`config.mk`:
```
export PLATFORM = sky130hd
export DESIGN_NAME = mistura_colunas_seq
export DESIGN_NICKNAME = d
export VERILOG_FILES = /design/src/rtl/mistura_colunas_seq.sv
export SDC_FILE = /design/constraint.sdc
export NUM_CORES = 1
export LEC_CHECK = 0
export ABC_AREA = 1
export BUFFER_PORTS_ARGS = -buffer_cell sky130_fd_sc_hd__buf_2
export CAP_MARGIN = 20
export CORE_ASPECT_RATIO = 0.5
export CORE_MARGIN = 2
export CORE_UTILIZATION = 60
export DETAILED_ROUTE_END_ITERATION = 12
export PLACE_DENSITY_LB_ADDON = 0.25
export RECOVER_POWER = 50
export SLEW_MARGIN = 20
export SYNTH_ARGS = -nofsm -noshare
export SYNTH_HDL_FRONTEND = slang
export SYNTH_SLANG_ARGS = --single-unit
```
`constraint.sdc`:
```
create_clock -name clock -period 19.7 [get_ports clock]
set_clock_uncertainty 0.2 [all_clocks]
set_input_delay 0.985 -clock clock [delete_from_list [all_inputs] [get_ports clock]]
set_output_delay 0.985 -clock clock [all_outputs]
set_load 0.02 [all_outputs]
```
`src/rtl/mistura_colunas_seq.sv`:
```
// rtl/mistura_colunas_seq.sv - sequential AES forward MixColumns, COL_POR_CICLO columns per clock
// Result is copied to a dedicated output register so a partially mixed block is never visible.

module mistura_coluna (
    input  logic [31:0] coluna_i,
    output logic [31:0] coluna_o
);
    function automatic logic [7:0] xtime(input logic [7:0] b);
        return {b[6:0], 1'b0} ^ (b[7] ? 8'h1b : 8'h00);
    endfunction

    logic [7:0] a0, a1, a2, a3;
    logic [7:0] d0, d1, d2, d3;

    always_comb begin
        a0 = coluna_i[31:24];
        a1 = coluna_i[23:16];
        a2 = coluna_i[15:8];
        a3 = coluna_i[7:0];
        d0 = xtime(a0);
        d1 = xtime(a1);
        d2 = xtime(a2);
        d3 = xtime(a3);
        coluna_o[31:24] = d0 ^ (d1 ^ a1) ^ a2 ^ a3;
        coluna_o[23:16] = a0 ^ d1 ^ (d2 ^ a2) ^ a3;
        coluna_o[15:8]  = a0 ^ a1 ^ d2 ^ (d3 ^ a3);
        coluna_o[7:0]   = (d0 ^ a0) ^ a1 ^ a2 ^ d3;
    end
endmodule

module mistura_colunas_seq #(
    parameter int COL_POR_CICLO = 1
) (
    input  logic         clock,
    input  logic         reset,
    input  logic         entrada_valida,
    output logic         entrada_pronta,
    input  logic [127:0] bloco_entrada,
    output logic         saida_valida,
    input  logic         saida_pronta,
    output logic [127:0] bloco_saida
);
    localparam int         N      = 4 / COL_POR_CICLO;
    localparam logic [1:0] ULTIMO = 2'(N - 1);

    typedef enum logic [1:0] {
        OCIOSO,
        CALCULA,
        PRONTO
    } estado_t;

    estado_t      estado_q, estado_d;
    logic [1:0]   cont_q, cont_d;
    logic [127:0] bloco_q, bloco_d;
    logic [127:0] saida_q, saida_d;
    logic         valida_q, valida_d;

    logic [31:0]  col_in  [COL_POR_CICLO];
    logic [31:0]  col_out [COL_POR_CICLO];
    logic [127:0] misturado;

    // Columns handled this cycle: cont_q*COL_POR_CICLO .. +COL_POR_CICLO-1
    always_comb begin
        for (int i = 0; i < COL_POR_CICLO; i++) begin
            col_in[i] = bloco_q[127 - 32 * (int'(cont_q) * COL_POR_CICLO + i) -: 32];
        end
    end

    for (genvar g = 0; g < COL_POR_CICLO; g++) begin : g_coluna
        mistura_coluna u_coluna (
            .coluna_i (col_in[g]),
            .coluna_o (col_out[g])
        );
    end

    always_comb begin
        misturado = bloco_q;
        for (int i = 0; i < COL_POR_CICLO; i++) begin
            misturado[127 - 32 * (int'(cont_q) * COL_POR_CICLO + i) -: 32] = col_out[i];
        end
    end

    always_comb begin
        estado_d       = estado_q;
        cont_d         = cont_q;
        bloco_d        = bloco_q;
        saida_d        = saida_q;
        valida_d       = valida_q;
        entrada_pronta = 1'b0;
        case (estado_q)
            OCIOSO: begin
                entrada_pronta = 1'b1;
                if (entrada_valida) begin
                    bloco_d  = bloco_entrada;
                    cont_d   = 2'd0;
                    estado_d = CALCULA;
                end
            end
            CALCULA: begin
                bloco_d = misturado;
                cont_d  = cont_q + 2'd1;
                if (cont_q == ULTIMO) begin
                    cont_d   = 2'd0;
                    estado_d = PRONTO;
                end
            end
            PRONTO: begin
                // First PRONTO cycle publishes the finished block; handshake only after that.
                if (!valida_q) begin
                    saida_d  = bloco_q;
                    valida_d = 1'b1;
                end else if (saida_pronta) begin
                    valida_d = 1'b0;
                    estado_d = OCIOSO;
                end
            end
            default: begin
                estado_d = OCIOSO;
                valida_d = 1'b0;
            end
        endcase
    end

    always_ff @(posedge clock or posedge reset) begin
        if (reset) begin
            estado_q <= OCIOSO;
            cont_q   <= 2'd0;
            bloco_q  <= '0;
            saida_q  <= '0;
            valida_q <= 1'b0;
        end else begin
            estado_q <= estado_d;
            cont_q   <= cont_d;
            bloco_q  <= bloco_d;
            saida_q  <= saida_d;
            valida_q <= valida_d;
        end
    end

    assign saida_valida = valida_q;
    assign bloco_saida  = saida_q;
endmodule

```
==> impl_metrics.toml <==
[run]
drv_cap = 1

[synthesis]
yosys-top-cells-count = "nand2_1, dfrtp_1, nand3_1"
syn_avg_cell_area_um2 = 6.63
synthArstFlopShare = 1.00
synth_top_area_share = 0.433
syn-instance-count = 2277
synth.distinct_cells = 25
synth_edf_count = 0
netlist_area_um2 = 15100
synth_fp_nets = 2413
yosysSeqAreaShare = 0.433
synth-main-ff-cell = "dfrtp_1"
ys_ff_latch = 261
ys_warn_count = 0
netlist_top_cells_area = "dfrtp_1, nand2_1, nand3_1"
synth.most_common_cell = "nand2_1"
yosysTopAreaCell = "dfrtp_1"

[clock_tree]
clk_latency_ns = 0.57
path_clk_slew_ns = 0.07
cts_buffers = 24
htree_levels = 1
cts.path.max_buffers = 3
clock_sinks = 261
postCtsSetupRepairBufs = 0
root_buffer = "clkbuf_16"
cts_tree = "built"
cts_hold_buf = 0
cts_resized = 0

[global_routing]
met1_usage = 0.663
grt_pass1_wl_mm = 85.0
use_met2 = 0.537
gr-total-overflow = 0
grt_pass1_vias = 14300
grtUsageMet3 = 0.185
grt_max_degree = 137
grt_usage = 0.425
gr-max-usage-layer = "met1"
antenna_found_initial = 0

[critical_path]
crit_family = "buffers and inverters"
crit_chain = "buf_2, clkinvlp_2"
cpMaxStageDelayCell = "clkinvlp_2"
worstSetupPathDepth = 2
worstPathArrival_ns = 4.29
crit_fanout = 129
crit_buf_inv = 2
end_kind = "async pin"
crit_path_start_kind = "input pin"
worstPathRequired_ns = 18.51
critical_path_class = "input pin to async pin"
ff2ff_path_depth = 11
crit_path_max_incr_delay_ns = 3.07

[status]
status = "finished, violations left"
violations = "capacitance limit, slew limit"

[placed_design]
hpwl_mm = 40.9
place_congestion = 1.05
portBuffers = 261
pre_cts_ws_ns = 15.89

[die]
die_w_um = 228
dieArea_um2 = 26500
start_util = 0.619
core-area_um2 = 24400
ios = 262
fp-row-count = 40
dieHeight_um = 116

[timing]
drv_slew = 130
fin_ws_ns = 14.22
period_share = 0.278
setup_viol = 0
period_needed_ns = 5.48
tns_ns = 0
hold_viol_final = 0
worstMarginPinSlew_ns = 5.60
rsz0062_at_grt = "no"
slew_headroom = -2.76
fmax_mhz = 182

[finish]
drive_above_1_share = 0.115
nets = 2597
fill_cells = 2140
synthToLayoutAreaGrowth_pct = 13.4

[min_path]
hold_path.class = "register to register"
hold_depth = 2

[route]
routedWlPerCell_um = 20.1
drtIter0Drc = 2892
via_per_inst = 5.85
antenna_left = 0
via_count = 16500
firstDrtPassIters = 7
drc = 0
wirelength_mm = 56.5
==> metrics by stage <==
step | std cells | hold slack [ns] | util | cell area [um^2]
final | 2815 | 0.267 | 0.703 | 17100
after global routing | 2813 | 0.291 | 0.702 | 17100
after detailed placement | 2771 | 0.254 | 0.674 | 16400
after global placement | 2771 | 0.249 | 0.674 | 16400
after CTS | 2813 | 0.270 | 0.707 | 17200
after floorplan | 2277 | 0.271 | - | 15100
==> flip-flops by register name, indices dropped and copies added (netlist names) <==
name          flops
estado_q          2
bloco_saida     128
cont_q            2
bloco_q         128
saida_valida      1
==> cells in the final DEF, fill, tap and decap left out, types with 3 or more instances in the layout <==
master	count
a21oi_1	158
clkbuf_1	97
nor3_2	5
clkbuf_8	6
nand3_1	182
dfrtp_1	260
clkbuf_16	25
nand2_4	3
o21ai_0	14
nand3b_1	4
buf_4	15
nor2_1	129
inv_2	8
buf_2	166
xnor2_1	4
o21ai_4	3
nand2_1	1138
nand4_1	62
clkinv_2	6
inv_1	135
ha_1	4
nand2_2	37
==> metal layers <==
| metal | routed length [um] | vias to the layer above | part of all wire |
|---|---|---|---|
| li1 | - | 7517 | - |
| met1 | 24400 | 7697 | 0.43 |
| met2 | 21100 | 1184 | 0.37 |
| met3 | 10200 | 72 | 0.18 |
| met4 | 819 | 2 | 0.014 |
| met5 | 72 | - | 0.0013 |
==> layout make-up <==
cell class	count	area, um^2	share of cell area
antenna	2	5.00	0.000292
clock buffer	33	716	0.0418
clock inverter	9	109	0.00636
inverter	147	564	0.0330
multi-input combinational	1750	7450	0.435
sequential	261	6540	0.382
tap	336	420	0.0246
timing repair buffer	277	1320	0.0771
==> final timing paths <==
path                                  from               to  slack, ns
setup / recovery                     reset        cont_q[0]      14.22
min in group asynchronous            reset  bloco_saida[42]       1.96
hold / removal             bloco_saida[79]  bloco_saida[79]       0.27
setup reg to reg               estado_q[0]      bloco_q[30]      15.35
max in group clock             estado_q[0]      bloco_q[30]      15.35
hold reg to reg            bloco_saida[79]  bloco_saida[79]       0.27
==> logic make-up after synthesis <==
group                      Yosys count  synth area share
and+or+nand+nor                   1563             0.424
buffers and inverters              266            0.0769
DFF                                261             0.433
AOI/OAI and AO/OA                  177            0.0598
xor gates and xnor gates             6           0.00348
adders and majority gates            4           0.00332
Power is left out: the tool's default activity adds up to more than one toggle a clock period on the data nets, which glitch-free logic cannot reach.
